<file path="src/rtl/cr_had_pkg.sv">
// Shared definitions for the HAD debug-request controller.
// Holds the FSM state encodings, the entry-reason codes and the default counter width.
package cr_had_pkg;

  localparam int CNT_WIDTH_DEF = 8;

  typedef enum logic [1:0] {
    ST_IDLE = 2'b00,
    ST_REQ  = 2'b01,
    ST_DBG  = 2'b10,
    ST_EXIT = 2'b11
  } had_state_e;

  localparam logic [1:0] REASON_NONE = 2'b00;
  localparam logic [1:0] REASON_BKPT = 2'b01;
  localparam logic [1:0] REASON_HALT = 2'b10;
  localparam logic [1:0] REASON_BOTH = 2'b11;

  function automatic logic [1:0] reason_code(input logic bkpt, input logic halt);
    logic [1:0] code;
    code = REASON_NONE;
    if (bkpt && halt) code = REASON_BOTH;
    else if (bkpt)    code = REASON_BKPT;
    else if (halt)    code = REASON_HALT;
    return code;
  endfunction

endpackage

</file>
<file path="src/rtl/cr_had_bkpt_cnt.sv">
// Loadable saturating down-counter for breakpoint hit filtering.
// filtered flags a hit that is absorbed by the counter rather than triggering debug entry.
module cr_had_bkpt_cnt
  import cr_had_pkg::*;
#(
  parameter int CNT_WIDTH = CNT_WIDTH_DEF
) (
  input  logic                 cpuclk,
  input  logic                 hadrst_b,
  input  logic                 idle,
  input  logic                 hit,
  input  logic                 cnt_en,
  input  logic                 load,
  input  logic [CNT_WIDTH-1:0] load_val,
  output logic                 filtered,
  output logic [CNT_WIDTH-1:0] cnt_val
);

  localparam logic [CNT_WIDTH-1:0] CNT_ONE = {{(CNT_WIDTH-1){1'b0}}, 1'b1};

  // Filtering only happens on a nonzero count, so the decrement can never wrap.
  assign filtered = idle & hit & cnt_en & (cnt_val != '0);

  always_ff @(posedge cpuclk or negedge hadrst_b) begin
    if (!hadrst_b) begin
      cnt_val <= '0;
    end else if (load) begin
      cnt_val <= load_val;
    end else if (filtered) begin
      cnt_val <= cnt_val - CNT_ONE;
    end
  end

endmodule

</file>
<file path="src/rtl/cr_had_dbgreq_ctrl.sv">
// Debug-request controller: filters breakpoint hits, merges external halt requests,
// and holds the debug-mode request to the core until it reports debug mode.
module cr_had_dbgreq_ctrl
  import cr_had_pkg::*;
#(
  parameter int CNT_WIDTH = CNT_WIDTH_DEF
) (
  input  logic                 cpuclk,
  input  logic                 hadrst_b,
  input  logic                 bkpt_ctrl_inst_fetch_dbq_req,
  input  logic                 regs_ext_halt_req,
  input  logic                 regs_bkpt_cnt_en,
  input  logic                 regs_bkpt_cnt_wen,
  input  logic [CNT_WIDTH-1:0] regs_bkpt_cnt,
  input  logic                 regs_hit_clr,
  input  logic                 iu_yy_xx_dbgon,
  output logic                 had_core_dbg_mode_req,
  output logic                 ctrl_regs_bkpt_hit,
  output logic [1:0]           ctrl_regs_dbg_reason,
  output logic [CNT_WIDTH-1:0] ctrl_regs_cnt_val
);

  // state | meaning
  // IDLE  | waiting for a breakpoint trigger, halt request or foreign debug entry
  // REQ   | debug-mode request held high until the core reports dbgon
  // DBG   | core in debug mode, all requests ignored
  // EXIT  | one-cycle guard after dbgon drops so a stale hit cannot re-trigger

  had_state_e state;
  logic       is_idle;
  logic       filtered;
  logic       bkpt_trig;
  logic       halt_trig;
  logic       enter_req;

  assign is_idle   = (state == ST_IDLE);
  assign bkpt_trig = is_idle & bkpt_ctrl_inst_fetch_dbq_req & ~filtered;
  assign halt_trig = is_idle & regs_ext_halt_req;
  assign enter_req = ~iu_yy_xx_dbgon & (bkpt_trig | halt_trig);

  cr_had_bkpt_cnt #(
    .CNT_WIDTH(CNT_WIDTH)
  ) u_bkpt_cnt (
    .cpuclk   (cpuclk),
    .hadrst_b (hadrst_b),
    .idle     (is_idle),
    .hit      (bkpt_ctrl_inst_fetch_dbq_req),
    .cnt_en   (regs_bkpt_cnt_en),
    .load     (regs_bkpt_cnt_wen),
    .load_val (regs_bkpt_cnt),
    .filtered (filtered),
    .cnt_val  (ctrl_regs_cnt_val)
  );

  always_ff @(posedge cpuclk or negedge hadrst_b) begin
    if (!hadrst_b) begin
      state                 <= ST_IDLE;
      had_core_dbg_mode_req <= 1'b0;
      ctrl_regs_dbg_reason  <= REASON_NONE;
      ctrl_regs_bkpt_hit    <= 1'b0;
    end else begin
      case (state)
        ST_IDLE: begin
          // Debug entered from elsewhere: follow the core without claiming a reason.
          if (iu_yy_xx_dbgon) begin
            state <= ST_DBG;
          end else if (enter_req) begin
            state                 <= ST_REQ;
            had_core_dbg_mode_req <= 1'b1;
            ctrl_regs_dbg_reason  <= reason_code(bkpt_trig, halt_trig);
          end
        end
        ST_REQ: begin
          if (iu_yy_xx_dbgon) begin
            state                 <= ST_DBG;
            had_core_dbg_mode_req <= 1'b0;
          end
        end
        ST_DBG: begin
          if (!iu_yy_xx_dbgon) state <= ST_EXIT;
        end
        ST_EXIT: begin
          state <= ST_IDLE;
        end
        default: begin
          state                 <= ST_IDLE;
          had_core_dbg_mode_req <= 1'b0;
        end
      endcase

      // A set in the same cycle as a clear wins.
      if (enter_req && bkpt_trig) begin
        ctrl_regs_bkpt_hit <= 1'b1;
      end else if (regs_hit_clr) begin
        ctrl_regs_bkpt_hit <= 1'b0;
      end
    end
  end

endmodule
</file>
<file path="config.mk">
export PLATFORM = sky130hd
export DESIGN_NAME = cr_had_dbgreq_ctrl
export DESIGN_NICKNAME = d
export VERILOG_FILES = /design/src/rtl/cr_had_pkg.sv /design/src/rtl/cr_had_bkpt_cnt.sv /design/src/rtl/cr_had_dbgreq_ctrl.sv
export SDC_FILE = /design/constraint.sdc
export NUM_CORES = 1
export LEC_CHECK = 0
export CORE_ASPECT_RATIO = 1.75
export CORE_MARGIN = 4
export CORE_UTILIZATION = 40
export DETAILED_ROUTE_END_ITERATION = 8
export MAX_ROUTING_LAYER = met4
export PLACE_DENSITY = 0.7
export SYNTH_ARGS = -nofsm -noshare
export SYNTH_HDL_FRONTEND = slang
export SYNTH_SLANG_ARGS = --single-unit
</file>
<file path="constraint.sdc">
create_clock -name cpuclk -period 2.25 [get_ports cpuclk]
set_input_delay 0.45 -clock cpuclk [delete_from_list [all_inputs] [get_ports cpuclk]]
set_output_delay 0.45 -clock cpuclk [all_outputs]
set_load 0.01 [all_outputs]
</file>
After elaboration in Yosys (flattened, before gate mapping). Index checks and enable logic that the tools add are counted.

Bitwise operators: 9. Equality and inequality tests: 8. Multiplexer cells: 16. $add $sub $neg: 1. Reductions and logical operators: 10.

Operator list (count): 2-to-1 mux 8 bit (2); 2-to-1 mux 2 bit (7); one-hot mux 2 bit (4 select lines) (1); nonzero test 8 bit (1); subtractor 8 x 1 -> 8 bit, second input constant (1); bitwise AND 1 bit (6); != test 2 bit, second input constant (3); AND reduction 3 bit (2); nonzero test 2 bit (3); 2-to-1 mux 1 bit (5); == test 2 bit, second input constant (2); AND reduction 4 bit (1); != test 3 x 2 -> 1 bit, second input constant (1); == test 2 x 1 -> 1 bit, second input constant (1); logical AND 1 bit (2); logical NOT 2 bit (1); != test 2 x 1 -> 1 bit, second input constant (1); NOT 1 bit (2); one-hot mux 1 bit (2 select lines) (1); OR 1 bit (1).

Output and inout bits: 12. Flip-flop bits (word level): 14. Input port bits: 16. Word-level logic and storage cells: 49.

Logic depth before layout (Yosys ltp).
Word-level depth: 11. Gate-level depth with buffers: 7. Mapped depth without buffers: 6.

Cells and area by module. From an unflattened synthesis, not the netlist that was laid out.

Cells, all modules: 94. Area, all modules: 882.1 um^2.

By module, submodules not included: cr_had_bkpt_cnt (cells an instance 54, instances 1, sequential area each 200.2 um^2, area an instance 528.0 um^2); cr_had_dbgreq_ctrl (cells an instance 40, instances 1, sequential area each 150.1 um^2, area an instance 354.1 um^2).

Worst setup path after synthesis. OpenSTA, ideal clock, no wires.

Kind: register to register. Start: register u_bkpt_cnt.cnt_val[0]. End: register state[0]. Clock period less this slack: 1.847 ns. Buffers on the path: 1. Stages on the path, launching flop included: 8. Arrival: 1.728 ns. Data required time: 2.131 ns. Path slack: 0.403 ns. Setup time: 0.119 ns. Path through: dfrtp_1 -> inv_1 -> ha_1 -> or3b_2 -> clkbuf_1 -> o211ai_1 -> a31oi_1 -> o21a_1.

Word-level cells in the longest chain between the ends: 8.

Ends and longest elaborated chain: start: declaration (RTL line cr_had_bkpt_cnt.sv:16) `output logic [CNT_WIDTH-1:0] cnt_val`; start signal: assignment (RTL line cr_had_bkpt_cnt.sv:28) `cnt_val <= load_val;`; start signal: assignment (RTL line cr_had_bkpt_cnt.sv:30) `cnt_val <= cnt_val - CNT_ONE;`; nonzero test 8 bit (RTL line cr_had_bkpt_cnt.sv:22) `assign filtered = idle & hit & cnt_en & (cnt_val != '0);`; bitwise AND 1 bit (RTL line cr_had_bkpt_cnt.sv:22); NOT 1 bit (RTL line cr_had_dbgreq_ctrl.sv:37) `assign bkpt_trig = is_idle & bkpt_ctrl_inst_fetch_dbq_req & ~filtered;`; bitwise AND 1 bit (RTL line cr_had_dbgreq_ctrl.sv:37); OR 1 bit (RTL line cr_had_dbgreq_ctrl.sv:39) `assign enter_req = ~iu_yy_xx_dbgon & (bkpt_trig | halt_trig);`; bitwise AND 1 bit (RTL line cr_had_dbgreq_ctrl.sv:39); != test 3 x 2 -> 1 bit (no source line); AND reduction 3 bit (no source line); end signal: assignment (RTL line cr_had_dbgreq_ctrl.sv:57) `state <= ST_IDLE;`; end signal: assignment (RTL line cr_had_dbgreq_ctrl.sv:66) `state <= ST_DBG;`; end signal: assignment (RTL line cr_had_dbgreq_ctrl.sv:68) `state <= ST_REQ;`; end: declaration (RTL line cr_had_dbgreq_ctrl.sv:29) `had_state_e state;`.

Every way passes these cells. A chain may end at the register's enable or synchronous reset.

Worst setup path in the final report.
Start: register state[1]. End: register u_bkpt_cnt.cnt_val[7].

Word-level cells in the longest chain between the ends: 5.

Ends and longest elaborated chain: logical NOT 2 bit (RTL line cr_had_dbgreq_ctrl.sv:36) `assign is_idle = (state == ST_IDLE);`; bitwise AND 1 bit (3 in a row) (RTL line cr_had_bkpt_cnt.sv:22); nonzero test 2 bit (no source line).

Every way passes these cells.

==> metrics.md <==
| Metric | Value |
|---|---|
| Outcome | `finished, final reports clean` |
| Total power | `1.049 mW` |
| Slowest cell delay on critical path | `around 500 ps` |
| Delay-heaviest family, CP | `simple AND/OR/NAND/NOR gates` |
| Met3 wire length | `71 um` |
| Routed WL | `a little over 2000 um` |
| Antenna violations before repair | `0` |
| CTS sink cnt | `14` |
| Required @ worst endpoint | `about 2500 ps` |
| Initial core utilization | `between 40% and 50%` |
| Critical-path top delay cell | `or4_1` |
| Final core utilization | `approximately three fifths` |
| Yosys cell types | `40` |
| Async SR Flop Fraction | `between 90% and 100%` |
| Slew @ Worst Pin | `about 630 ps` |
| Final Instance Area | `~1300 um^2` |
| RSZ-0062 raised after global routing | `false` |
| I/O pin count | `28` |
| Ys flop type | `dfrtp_1` |
| Wire length on met1 | `approximately 870 um` |
| Drt drc | `0` |
| Crit path setup slack, layout | `roughly 280 ps` |
| Tmin final | `just under 2000 ps` |
| Cell Area, Synth | `roughly 900 um^2` |
| Final GP Congestion | `0.8778` |
| DR vias | `roughly 840` |
| Remaining antenna violation count | `0` |
| Die H | `71.60 um` |
| Number of synthesized flops with an enable pin | `0` |
| # setup viols final | `0` |
| CTS resizes | `0` |
| Max-Cap Viols | `0` |
| Area of the core | `roughly 2100 um^2` |
| I/O Buffers | `27` |
| Largest cells by area after synthesis | `dfrtp_1, ha_1, inv_1` |
| Syn avg cell area | `just over 9 um^2` |
| FMAX | `between 0.5 and 0.6 GHz` |
| CP Capture Type | `flip-flop` |
| Cell Rows | `22` |
| H-tree depth | `1` |
| Grt ovf | `0` |
| Hold buffer count at CTS | `0` |
| Number of antenna diodes | `0` |
| Via density | `5.474` |
| Area leader, netlist | `dfrtp_1` |
| Worst path bufs/invs | `1` |
| Post-synth net total | `around 120` |
| CP Launch Type | `flip-flop` |
| First-pass GRT wire length | `around 3500 um` |
| DRT Pass-1 Iters | `4` |
| Final Hold Vio Count | `0` |
| Ys Warns | `0` |
| Met2 routed WL | `about 1100 um` |
| DP Area | `between 1000 and 1500 um^2` |
| Dpl ws | `125.4 ps` |
| Max layer used | `met4` |
| Yosys reg bits | `14` |
| All-Layer GR Usage | `about 15%` |
| CTS tree | `yes` |
| Deepest clock path buffer count | `2` |
| Setup Crit Path Kind | `reg2reg` |
| Post-route setup TNS | `0 ps` |
| Top cell type's share of synthesized area | `around 38%` |
| Worst Path Arrival | `roughly 2200 ps` |
| Leak | `0.5370 nW` |
| Final Max Tran Viols | `0` |
| CP Cell Sequence | `inv_1 > ha_2 > and4bb_1 > nand4b_1 > or4_1 > a31oi_1` |
| Crit share post-route | `between 80% and 90%` |
| Die area | `~3200 um^2` |
| Layout cells sized above 1 | `10.77%` |
| Clock skew | `~1.7 ps` |
| Synth-to-Final Area Change | `36.67%` |
| Sequential fraction of the synthesis area | `about 38%` |
| Vias in the first global route | `between 800 and 900` |
| CTS clk-pin slew, worst paths | `about 80 ps` |
| Crit-path max FO | `8` |
| Hpwl dp | `roughly 1700 um` |
| Final #Nets | `roughly 150` |
| Setup bufs post-CTS | `0` |
| Peak VDD IR | `roughly 0.0004 V` |
| Reg2Reg Setup Slack | `~280 ps` |
| Num CTS Buffers | `3` |
| Largest net degree at the start of global routing | `15` |
| Iter 0 DRT Violations | `21` |
| WL per Instance | `13.50 um` |
| Mapped Cells | `100` |
| Clk root buf | `clkbuf_4` |
| DIE WIDTH | `around 44 um` |
| Worst min-delay path class | `reg2reg` |
| Power Dens Cells | `just over 800 nW/um^2` |
| Clock Latency Late Sink | `around 270 ps` |
| Relative slew slack | `between 50% and 60%` |
-- flip-flops by register name, indices dropped and copies added (netlist names) --
register	cells
ctrl_regs_bkpt_hit	1
ctrl_regs_dbg_reason	2
had_core_dbg_mode_req	1
state	2
u_bkpt_cnt.cnt_val	8
-- area by class of cell --
type / count / area (um^2)
fillers: 197 / 883.3
multi-input cells: 70 / 515.5
flip-flops and latches: 14 / 350.3
repair buffers: 31 / 300.3
inverters: 12 / 45.04
well taps: 24 / 30.03
clock buffers: 3 / 22.52
-- cells in the final DEF (no fill, tap or decap), types with 2 or more instances in the layout --
cell type         n
clkdlybuf4s50_1  27
dfrtp_1          14
inv_1            12
nand2_1          12
ha_1              5
o21ai_0           4
buf_4             4
a21oi_1           3
o31ai_1           3
xor2_1            3
clkbuf_4          3
or4_1             2
nand3_1           2
mux2i_1           2
nor2_1            2
a31oi_1           2
o211ai_1          2
xnor2_1           2
o21ai_1           2
o2111ai_1         2
-- routing by layer --
metal,global-route usage [%],up-vias
li1,-,422
met1,16.56,398
met2,25.49,17
met3,1.759,6
met4,6.040,0
met5,-,-
-- power by group --
part	switching [mW]	leakage, nW	internal [mW]
combinational	0.266	0.355	0.285
sequential	0.0461	0.168	0.317
clock	0.0737	0.0138	0.0620
total	0.386	0.537	0.663
-- cell usage after synthesis (2+ instances only) --
| library cell | n |
|---|---|
| inv_1 | 12 |
| a21oi_1 | 3 |
| o31ai_1 | 3 |
| nand2_1 | 12 |
| xnor2_1 | 2 |
| clkbuf_1 | 3 |
| nor2_1 | 2 |
| mux2i_1 | 2 |
| o21ai_0 | 4 |
| dfrtp_1 | 14 |
| ha_1 | 6 |
| o211ai_1 | 2 |
| o2111ai_1 | 2 |
| or4_1 | 2 |
| xor2_1 | 3 |
| o21ai_1 | 2 |
| nand3_1 | 2 |
| a31oi_1 | 2 |
-- worst reg2reg max path, cell delays in order, from the launching register on --
cell      delay [ps]
dfrtp_1          380
inv_1            140
ha_2             280
and4bb_1         240
nand4b_1         180
or4_1            500
a31oi_1          170
-- logic make-up after synthesis --
family | Yosys count | synth area share (%)
AOI/OAI and AO/OA | 27 | 22.19
and+or+nand+nor | 29 | 17.05
DFF | 14 | 37.89
adders and majority gates | 6 | 8.119
buffers and inverters | 16 | 6.630
muxes | 3 | 3.383
xor gates and xnor gates | 5 | 4.737
-- stage by stage --
step                hold WS (ps)  std cells
floorplan                  154.4        100
global placement           456.8        151
detailed placement         465.1        151
CTS                        486.3        154
global route               529.2        154
finish                     483.4        154
-- path summary, 6_finish.rpt --
path	depth (start not counted)	startpoint	end
min in group asynchronous	1	hadrst_b	u_bkpt_cnt.cnt_val[3]$_DFFE_PN0P_
setup / recovery	6	state[1]$_DFFE_PN0P_	u_bkpt_cnt.cnt_val[7]$_DFFE_PN0P_
hold reg to reg	2	ctrl_regs_dbg_reason[0]$_DFFE_PN0P_	ctrl_regs_dbg_reason[0]$_DFFE_PN0P_
setup reg to reg	6	state[1]$_DFFE_PN0P_	u_bkpt_cnt.cnt_val[7]$_DFFE_PN0P_
hold / removal	2	ctrl_regs_dbg_reason[0]$_DFFE_PN0P_	ctrl_regs_dbg_reason[0]$_DFFE_PN0P_
max in group asynchronous	1	hadrst_b	state[1]$_DFFE_PN0P_
Note: power is estimated with default switching activity, not from simulation.
